==> src/rtl/alu_sequencer_pkg.sv <==
// Shared opcodes, compare function codes, FSM states and flag payload for alu_sequencer.
package alu_sequencer_pkg;

    localparam logic [2:0] OP_ADD   = 3'b000;
    localparam logic [2:0] OP_SUB   = 3'b001;
    localparam logic [2:0] OP_CMPEQ = 3'b010;
    localparam logic [2:0] OP_CMPLT = 3'b011;
    localparam logic [2:0] OP_CMPLE = 3'b100;
    localparam logic [2:0] OP_MUL   = 3'b101;

    localparam logic [1:0] CMP_NONE = 2'b00;
    localparam logic [1:0] CMP_EQ   = 2'b01;
    localparam logic [1:0] CMP_LT   = 2'b10;
    localparam logic [1:0] CMP_LE   = 2'b11;

    typedef enum logic [1:0] {
        S_IDLE = 2'd0,
        S_EXEC = 2'd1,
        S_MUL  = 2'd2,
        S_DONE = 2'd3
    } state_t;

    typedef struct packed {
        logic z;
        logic v;
        logic n;
        logic err;
    } flags_t;

endpackage

==> src/rtl/alu_seq_mul_step.sv <==
// Shift-add multiplier datapath registers; the accumulator is updated from the shared adder.
module alu_seq_mul_step #(
    parameter int unsigned WIDTH = 16
) (
    input  logic             i_clk,
    input  logic             i_rst_n,
    input  logic             load,
    input  logic             step,
    input  logic [WIDTH-1:0] a,
    input  logic [WIDTH-1:0] b,
    input  logic [WIDTH-1:0] sum,
    output logic [WIDTH-1:0] acc,
    output logic [WIDTH-1:0] mcand,
    output logic             mplier_lsb
);

    logic [WIDTH-1:0] mplier;

    always_ff @(posedge i_clk) begin
        if (!i_rst_n) begin
            acc    <= '0;
            mcand  <= '0;
            mplier <= '0;
        end else if (load) begin
            acc    <= '0;
            mcand  <= a;
            mplier <= b;
        end else if (step) begin
            acc    <= sum;
            mcand  <= mcand << 1;
            mplier <= mplier >> 1;
        end
    end

    assign mplier_lsb = mplier[0];

endmodule

==> src/rtl/carry_lookahead_adder.sv <==
// WIDTH-bit adder built from per-bit generate/propagate terms.
module carry_lookahead_adder #(
    parameter int unsigned WIDTH = 16
) (
    input  logic [WIDTH-1:0] a,
    input  logic [WIDTH-1:0] b,
    input  logic             cin,
    output logic [WIDTH-1:0] sum,
    output logic             cout
);

    logic [WIDTH-1:0] g;
    logic [WIDTH-1:0] p;
    logic             carry;

    always_comb begin
        g     = a & b;
        p     = a ^ b;
        carry = cin;
        sum   = '0;
        for (int i = 0; i < int'(WIDTH); i++) begin
            sum[i] = p[i] ^ carry;
            carry  = g[i] | (p[i] & carry);
        end
        cout = carry;
    end

endmodule

==> src/rtl/compare_unit.sv <==
// Signed compare decision from the flags of A-B.
module compare_unit
    import alu_sequencer_pkg::*;
(
    input  logic [1:0] alu_fn,
    input  logic       z,
    input  logic       v,
    input  logic       n,
    output logic       b_o
);

    always_comb begin
        b_o = 1'b0;
        case (alu_fn)
            CMP_EQ:  b_o = z;
            CMP_LT:  b_o = n ^ v;
            CMP_LE:  b_o = z | (n ^ v);
            default: b_o = 1'b0;
        endcase
    end

endmodule

==> src/rtl/zvn.sv <==
// Zero / signed-overflow / negative flags for an adder result.
module zvn #(
    parameter int unsigned WIDTH = 16
) (
    input  logic [WIDTH-1:0] sum,
    input  logic             a_msb,
    input  logic             b_msb,
    input  logic             cout,
    output logic             z,
    output logic             v,
    output logic             n
);

    // Carry into the sign bit recovered from the sign-bit sum.
    logic c_msb;

    assign c_msb = a_msb ^ b_msb ^ sum[WIDTH-1];
    assign z     = (sum == '0);
    assign v     = c_msb ^ cout;
    assign n     = sum[WIDTH-1];

endmodule

==> src/rtl/alu_sequencer.sv <==
// Multi-cycle ALU front end: sequences one shared adder for add/sub/compare and shift-add multiply.
module alu_sequencer
    import alu_sequencer_pkg::*;
#(
    parameter int unsigned WIDTH = 16
) (
    input  logic             i_clk,
    input  logic             i_rst_n,
    input  logic             i_valid,
    output logic             o_ready,
    input  logic [2:0]       i_op,
    input  logic [WIDTH-1:0] i_a,
    input  logic [WIDTH-1:0] i_b,
    output logic             o_valid,
    input  logic             i_ready,
    output logic [WIDTH-1:0] o_result,
    output logic             o_z,
    output logic             o_v,
    output logic             o_n,
    output logic             o_err
);

    localparam int unsigned CW = $clog2(WIDTH);

    state_t           state, state_d;
    logic [2:0]       op_q;
    logic [WIDTH-1:0] a_q, b_q;
    logic [CW-1:0]    cnt_q, cnt_d;
    logic             accept;

    logic [WIDTH-1:0] add_a, add_b, sum;
    logic             cin, cout;
    logic             z_c, v_c, n_c;
    logic [1:0]       cmp_fn;
    logic             cmp_bit;

    logic [WIDTH-1:0] acc, mcand;
    logic             mplier_lsb, mul_load, mul_step;

    logic [WIDTH-1:0] result_d;
    flags_t           flags_d, flags_q;
    logic             valid_d, ready_d;

    carry_lookahead_adder #(.WIDTH(WIDTH)) u_adder (
        .a(add_a), .b(add_b), .cin(cin), .sum(sum), .cout(cout)
    );

    zvn #(.WIDTH(WIDTH)) u_zvn (
        .sum(sum), .a_msb(add_a[WIDTH-1]), .b_msb(add_b[WIDTH-1]), .cout(cout),
        .z(z_c), .v(v_c), .n(n_c)
    );

    compare_unit u_cmp (
        .alu_fn(cmp_fn), .z(z_c), .v(v_c), .n(n_c), .b_o(cmp_bit)
    );

    alu_seq_mul_step #(.WIDTH(WIDTH)) u_mul (
        .i_clk(i_clk), .i_rst_n(i_rst_n), .load(mul_load), .step(mul_step),
        .a(i_a), .b(i_b), .sum(sum),
        .acc(acc), .mcand(mcand), .mplier_lsb(mplier_lsb)
    );

    assign accept = (state == S_IDLE) && o_ready && i_valid;

    // Next state, adder steering and next registered outputs.
    always_comb begin
        state_d  = state;
        cnt_d    = cnt_q;
        add_a    = '0;
        add_b    = '0;
        cin      = 1'b0;
        cmp_fn   = CMP_NONE;
        mul_load = 1'b0;
        mul_step = 1'b0;
        result_d = o_result;
        flags_d  = flags_q;
        valid_d  = o_valid;

        case (state)
            S_IDLE: begin
                if (accept) begin
                    mul_load = (i_op == OP_MUL);
                    state_d  = (i_op == OP_MUL) ? S_MUL : S_EXEC;
                end
            end
            S_EXEC: begin
                state_d  = S_DONE;
                valid_d  = 1'b1;
                result_d = '0;
                flags_d  = '0;
                if (op_q <= OP_CMPLE) begin
                    cin   = (op_q == OP_ADD || op_q == OP_SUB) ? op_q[0] : 1'b1;
                    add_a = a_q;
                    add_b = b_q ^ {WIDTH{cin}};
                    case (op_q)
                        OP_CMPEQ: cmp_fn = CMP_EQ;
                        OP_CMPLT: cmp_fn = CMP_LT;
                        OP_CMPLE: cmp_fn = CMP_LE;
                        default:  cmp_fn = CMP_NONE;
                    endcase
                    result_d  = (cmp_fn == CMP_NONE) ? sum : WIDTH'(cmp_bit);
                    flags_d.z = z_c;
                    flags_d.v = v_c;
                    flags_d.n = n_c;
                end else begin
                    flags_d.err = 1'b1;
                end
            end
            S_MUL: begin
                add_a    = acc;
                add_b    = mplier_lsb ? mcand : '0;
                mul_step = 1'b1;
                if (cnt_q == CW'(WIDTH - 1)) begin
                    cnt_d     = '0;
                    state_d   = S_DONE;
                    valid_d   = 1'b1;
                    result_d  = sum;
                    flags_d   = '0;
                    flags_d.z = (sum == '0);
                    flags_d.n = sum[WIDTH-1];
                end else begin
                    cnt_d = cnt_q + CW'(1);
                end
            end
            S_DONE: begin
                if (i_ready) begin
                    state_d = S_IDLE;
                    valid_d = 1'b0;
                end
            end
            default: state_d = S_IDLE;
        endcase
    end

    assign ready_d = (state_d == S_IDLE);

    always_ff @(posedge i_clk) begin
        if (!i_rst_n) begin
            state    <= S_IDLE;
            cnt_q    <= '0;
            op_q     <= '0;
            a_q      <= '0;
            b_q      <= '0;
            o_result <= '0;
            flags_q  <= '0;
            o_valid  <= 1'b0;
            o_ready  <= 1'b0;
        end else begin
            state    <= state_d;
            cnt_q    <= cnt_d;
            o_result <= result_d;
            flags_q  <= flags_d;
            o_valid  <= valid_d;
            o_ready  <= ready_d;
            if (accept) begin
                op_q <= i_op;
                a_q  <= i_a;
                b_q  <= i_b;
            end
        end
    end

    assign o_z   = flags_q.z;
    assign o_v   = flags_q.v;
    assign o_n   = flags_q.n;
    assign o_err = flags_q.err;

endmodule

==> config.mk <==
export PLATFORM = sky130hd
export DESIGN_NAME = alu_sequencer
export DESIGN_NICKNAME = d
export VERILOG_FILES = /design/src/rtl/alu_sequencer_pkg.sv /design/src/rtl/alu_seq_mul_step.sv /design/src/rtl/carry_lookahead_adder.sv /design/src/rtl/compare_unit.sv /design/src/rtl/zvn.sv /design/src/rtl/alu_sequencer.sv
export SDC_FILE = /design/constraint.sdc
export NUM_CORES = 1
export LEC_CHECK = 0
export ABC_AREA = 1
export ABC_CLOCK_PERIOD_IN_PS = 16100
export BUFFER_PORTS_ARGS = -buffer_cell sky130_fd_sc_hd__buf_2
export CORE_MARGIN = 8
export CORE_UTILIZATION = 55
export DETAILED_ROUTE_END_ITERATION = 6
export GPL_ROUTABILITY_DRIVEN = 0
export PLACE_DENSITY = 0.75
export SKIP_LAST_GASP = 1
export SYNTH_ARGS = -nofsm -noshare
export SYNTH_HDL_FRONTEND = slang
export SYNTH_SLANG_ARGS = --single-unit
==> constraint.sdc <==
create_clock -name i_clk -period 16.1 [get_ports i_clk]
set_input_delay 2.415 -clock i_clk [delete_from_list [all_inputs] [get_ports i_clk]]
set_output_delay 2.415 -clock i_clk [all_outputs]
set_load 0.005 [all_outputs]
==> impl_results.md, run 1 <==
* Status: completed
* Finished Cell Area at 0.00607 mm2
* Core box area at 0.0101 mm2
* Number of synthesized flops with an enable pin at 0
* PD cells at 131 mW/mm2
* Cell area after placement at 0.00585 mm2
* Core Util, Final at 0.602
* CP dominant cell by count: fa_1
* Final #Nets at 849
* Area leader, netlist: dfxtp_1
* Synthesized flop and latch total at 111
* Post-CTS Hold Buffers at 0
* Clock Skew at 0.0146 ns
* Iter 0 DRT Violations at 393
* Htree depth at 3
* CTS tree: built
* CP delay by family, top: adder cells
* DP Worst Slack at 6.64 ns
* Top cells by area, synth: dfxtp_1, nand2_1, a21oi_1
* Post-Syn Instances at 760
* Total Routing Usage GR at 0.208
* FP Rows at 37
* HP Class: reg -> reg
* Grt total ovfl at 0
* Setup WS post-layout at 6.54 ns
* Unique masters post-synth at 40
* Detailed placement HPWL at 9770 um
* Endpoints failing setup at 0
* Wirelength, routed at 13600 um
* RSZ-0062 raised after global routing: no
* Total of max-cap violations at 0
* IO Pins at 61
* Leakage at 2.29 nW
* Initial core utilization at 0.555
* Fraction of layout cells with a size suffix above 1 at 0.144
* Crit end category: flip-flop
* Vias in the first global route at 4693
* WP buf/inv at 3
* Worst-margin pin slew at 1.16 ns
* Setup Buffers After CTS at 0
* Final hold violations at 0
* Clock sinks at 111
* Clock latency on the worst-skew pair at 0.38 ns
* Root buf cell: clkbuf_8
* Minimum clock period at 9.56 ns
* Final std cells w/o fill at 927
* Max Root-Sink Buffers at 2
* Critical Path Max Stage Delay at 0.84 ns
* Port Buffers at 60
* Share of the synthesized area in the top cell type at 0.397
* Routed vias at 5068
* Crit path DAT at 9.87 ns
* Syn Nets at 823
* Crit start category: flip-flop
* Antenna violations before repair at 0
* Die ar. at 0.0137 mm2
* Critical Path Fanout Max at 30
* YS warnings at 0
* CTS Buf Count at 9
* Final-layout fill cell count at 982
* Antenna Violating Nets Remaining at 0
* Slew Limit Fails at 0
* Worst relative slew slack at 0.223
* Max stage delay cell, worst path: ha_1
* Max VDD drop at 89.4 uV
* FF/Latch Area at 0.00222 mm2
* Via density at 5.47
* Top-count cell post-synth: nand2_1
* Synth top cells by count: nand2_1, dfxtp_1, a21oi_1
* Post-Syn Area at 0.00560 mm2
* # diodes at 0
* Cts repair resizes at 0
* Syn Area/Cell at 7.37 um2
* Ys flop type: dfxtp_1
* Die width at 117 um
* Total Power at 0.794 mW
* Largest net degree at the start of global routing at 73
* Part of the cycle the worst path needs at 0.594
* Overall die height at 117 um
* Setup TNS Final at 0 ns
* Hold slack at 0.463 ns
* CP Class: reg -> reg
* Sequential fraction of the synthesis area at 0.397
* Wirelength per Cell at 14.7 um
* First-pass GRT wire length at 22700 um
* Asr flop ratio synth at 0
* Footprint of the multi-input gates at 0.00292 mm2
* WP data required at 16.41 ns
* Drt first pass iters at 6
* DR DRC count at 0
* Placed insts at 911
* Area growth, synth to finish at 8.44%
* Fmax at 105 MHz
* Clock-pin slew of the registers on the worst-case setup and hold paths at 0.10 ns
-- per-layer routing --
metal  share of wire  global-route usage  routed length (um)  up-vias
li1                -                   -                   -     2540
met1            0.45               0.269                6090     2334
met2            0.47               0.339                6380      172
met3           0.067              0.0395                 914       22
met4           0.018              0.0734                 244        0
met5               0                   0                   0        -
-- report_power, final --
| group | internal, mW | switching, mW | total [mW] |
|---|---|---|---|
| clock network | 0.0888 | 0.0965 | 0.185 |
| registers | 0.302 | 0.0163 | 0.318 |
| logic | 0.0760 | 0.215 | 0.291 |
-- final cells by class --
type,instances,area share
multi-input cells,546,0.480
well taps,136,0.0280
inverters,54,0.0350
flip-flops and latches,111,0.366
clock buffers,10,0.0210
repair buffers,64,0.0544
clock inverters,6,0.0154
-- kinds of logic (layout without fill, tap and decap cells) --
family | count (synthesis) | count (layout) | synth area share
simple gates | 333 | 333 | 0.257
compound gates | 187 | 187 | 0.184
flops | 111 | 111 | 0.397
buf+inv | 103 | 134 | 0.0829
fa+ha+maj | 24 | 24 | 0.0764
xor+xnor | 2 | 2 | 0.00313
-- flip-flops by register name, indices dropped and copies added (netlist names) --
name	cells
u_mul.mcand	16
o_n	1
u_mul.mplier	16
a_q	16
o_v	1
state	2
o_err	1
o_ready	1
b_q	16
o_valid	1
op_q	3
o_result	16
cnt_q	4
o_z	1
u_mul.acc	16
-- cell usage in the layout, fill, tap and decap left out, drive strengths merged --
cell type and count:
a31oi 32, nor4 1, and3 1, o211ai 1
nor3 1, nor2 27, nand2 249, dfxtp 111
nand3 52, ha 7, bufinv 2, clkinv 2
fa 17, xnor2 1, clkinvlp 1, buf 64
a22oi 1, a21oi 95, xor2 1, inv 55
o21ai 58, nor3b 1, nand3b 1, clkbuf 10
-- tightest hold or removal path, stage by stage, from the launching register on --
cell and delay (ns):
dfxtp_1 0.31, inv_1 0.06, a21oi_1 0.05
-- final timing paths --
kind,from,end,slack [ns],depth (start not counted)
worst min-delay path,a_q[11],a_q[11],0.46,2
worst max register to register,state[1],o_result[0],6.54,31
worst min register to register,a_q[11],a_q[11],0.46,2
worst max-delay path,state[1],o_result[0],6.54,31
No activity file was read; power rests on OpenSTA's default activity.
==> run 2, diff against run 1 <==
- ABC_CLOCK_PERIOD_IN_PS: 16100 -> 7700
- CORE_UTILIZATION: 55 -> 53
- PLACE_DENSITY: 0.75 -> 0.76
- clock period: 16.1 -> 7.7 ns (I/O delays scaled with it)
==> run 2 against run 1 <==
Critical endpoint unchanged. Clock power grew 82%. Global-route usage down 0.36 points. Critical path depth rose by 3. Die area grew 3.3%. Sequential power up 110%. Combinational power rose to 2.6 times the previous value. First-iteration DRC count increased by 11%. Worst setup slack worse by 6.5 ns. Routed wire length is 6.3% higher. Sequential share of layout area down 1.5 points. Final cell count rose by 3.2%. Fmax is 25% higher. Largest power group is now combinational logic.
==> impl_results.md, run 2 (synthesis gave the netlist of run 1 again) <==
* Largest net degree at the start of global routing at 72
* Root buf cell: clkbuf_8
* Port Buffers at 60
* WP data required at 8.02 ns
* GR Layer Usage met3 at 0.0485
* Part of the cycle the worst path needs at 0.996
* Wirelength, routed at 14500 um
* R2R depth at 34
* Antenna violations before repair at 0
* DR DRC count at 0
* Grt total ovfl at 0
* Commonest non-fill, non-tap cell in the layout: nand2_1
* Routing usage on met1 at 0.255
* Worst setup path startpoint: op_q[1]
* Max stage delay cell, worst path: fa_1
* PD cells at 277 mW/mm2
* Max Root-Sink Buffers at 2
* Finished Cell Area at 0.00636 mm2
* Routed vias at 5220
* Iter 0 DRT Violations at 435
* Post-CTS Hold Buffers at 0
* Max VDD drop at 138 uV
* First-pass GRT wire length at 24400 um
* Overall die height at 119 um
* FF-to-FF End: o_result[0]
* CTS Buf Count at 9
* Leakage at 2.45 nW
* Vias in the first global route at 5094
* IO Pins at 61
* Wirelength per Cell at 15.1 um
* Crit end category: flip-flop
* FP Rows at 37
* Clock Skew at 0.0115 ns
* Final hold violations at 0
* Most frequent cells in the layout: nand2_1, dfxtp_1, a21oi_1, buf_2, nand3_1
* Fraction of layout cells with a size suffix above 1 at 0.214
* FF/Latch Area at 0.00223 mm2
* # diodes at 0
* Initial core utilization at 0.545
* Core box area at 0.0103 mm2
* CTS tree: built
* Cell area after placement at 0.00606 mm2
* Via density at 5.45
* Hold path endpoint: a_q[3]
* Die ar. at 0.0141 mm2
* Crit path DAT at 7.99 ns
* Met2 usage at 0.339
* Fmax at 130 MHz
* Clock latency on the worst-skew pair at 0.39 ns
* Footprint of the multi-input gates at 0.00301 mm2
* Hold wc startpoint: a_q[3]
* CP dominant cell by count: fa_2
* RSZ-0062 raised after global routing: yes
* Area growth, synth to finish at 13.6%
* Status: completed
* Slew Limit Fails at 0
* Total Routing Usage GR at 0.204
* Clock sinks at 111
* Setup WS post-layout at 0.0272 ns
* Critical Path Max Stage Delay at 0.51 ns
* Final std cells w/o fill at 957
* Final #Nets at 879
* Htree depth at 3
* Total of max-cap violations at 0
* Antenna Violating Nets Remaining at 0
* Reg2Reg Setup Slack at 0.03 ns
* Busiest grt layer: met2
* Die width at 119 um
* Final-layout fill cell count at 927
* Drt first pass iters at 6
* Minimum clock period at 7.67 ns
* DP Worst Slack at -0.291 ns
* CP Class: reg -> reg
* Worst-margin pin slew at 1.29 ns
* Critical Path Fanout Max at 3
* Worst r2r src: op_q[1]
* Placed insts at 933
* Endpoints failing setup at 0
* Detailed placement HPWL at 10500 um
* Crit start category: flip-flop
* WHS Path Cells at 2
* HP Class: reg -> reg
* Clock-pin slew of the registers on the worst-case setup and hold paths at 0.11 ns
* Worst relative slew slack at 0.140
run 2: cell types whose count changed in the layout (fill, tap and decap cells not counted), moves of 3 or more:
cell	before	now
buf_4	4	34
dfxtp_1	111	106
dfxtp_2	0	4
inv_2	8	11
inv_1	43	40
fa_1	17	1
fa_2	0	16
run 2: timing repair:
action | CTS | global route
endpoints found under the setup margin | 3 | 3
setup buffers | 3 | 5
pin swaps | 10 | 12
resized for setup | 7 | 12
run 2: critical path, delay by kind of cell, from the launching register on:
family | cells | cell delay, ns
adders and majority gates | 16 | 5.77
buffers and inverters | 3 | 0.18
DFF | 1 | 0.34
AOI/OAI and AO/OA | 4 | 0.50
and+or+nand+nor | 11 | 0.80
run 2: where the power goes:
group	internal (mW)	switching, mW	leakage (nW)
registers	0.634	0.0351	0.900
clock network	0.136	0.200	0.0890
logic	0.256	0.499	1.46
run 2: metal layers:
layer / wire [um] / vias to the layer above
li1: - / 2594
met1: 6270 / 2409
met2: 6820 / 187
met3: 1060 / 30
met4: 349 / 0
met5: 0 / -
run 2: final cells by class:
type,instances,share of cell area
Clock buffer,12,0.0244
Multi-Input combinational cell,546,0.473
Tap cell,136,0.0268
Sequential cell,111,0.351
Timing Repair Buffer,94,0.0873
Inverter,54,0.0334
Clock inverter,4,0.00452
run 2: how the worst max path moves through the flow:
stage,end,slack [ns]
floorplan,o_result[0],0.0002
global placement,o_result[0],-0.03
detailed placement,o_result[0],-0.29
CTS,o_result[0],0.02
global route,o_result[0],-0.24
finish,o_result[0],0.03
run 2: metrics by stage:
step | hold WS (ns) | setup TNS, ns | util | power [mW]
floorplan | 0.424 | 0 | - | 1.19
global placement | 0.439 | -0.0291 | 0.589 | 1.35
detailed placement | 0.450 | -0.568 | 0.589 | 1.38
CTS | 0.465 | 0 | 0.611 | 1.72
global route | 0.485 | -0.427 | 0.619 | 1.87
finish | 0.464 | 0 | 0.619 | 1.76
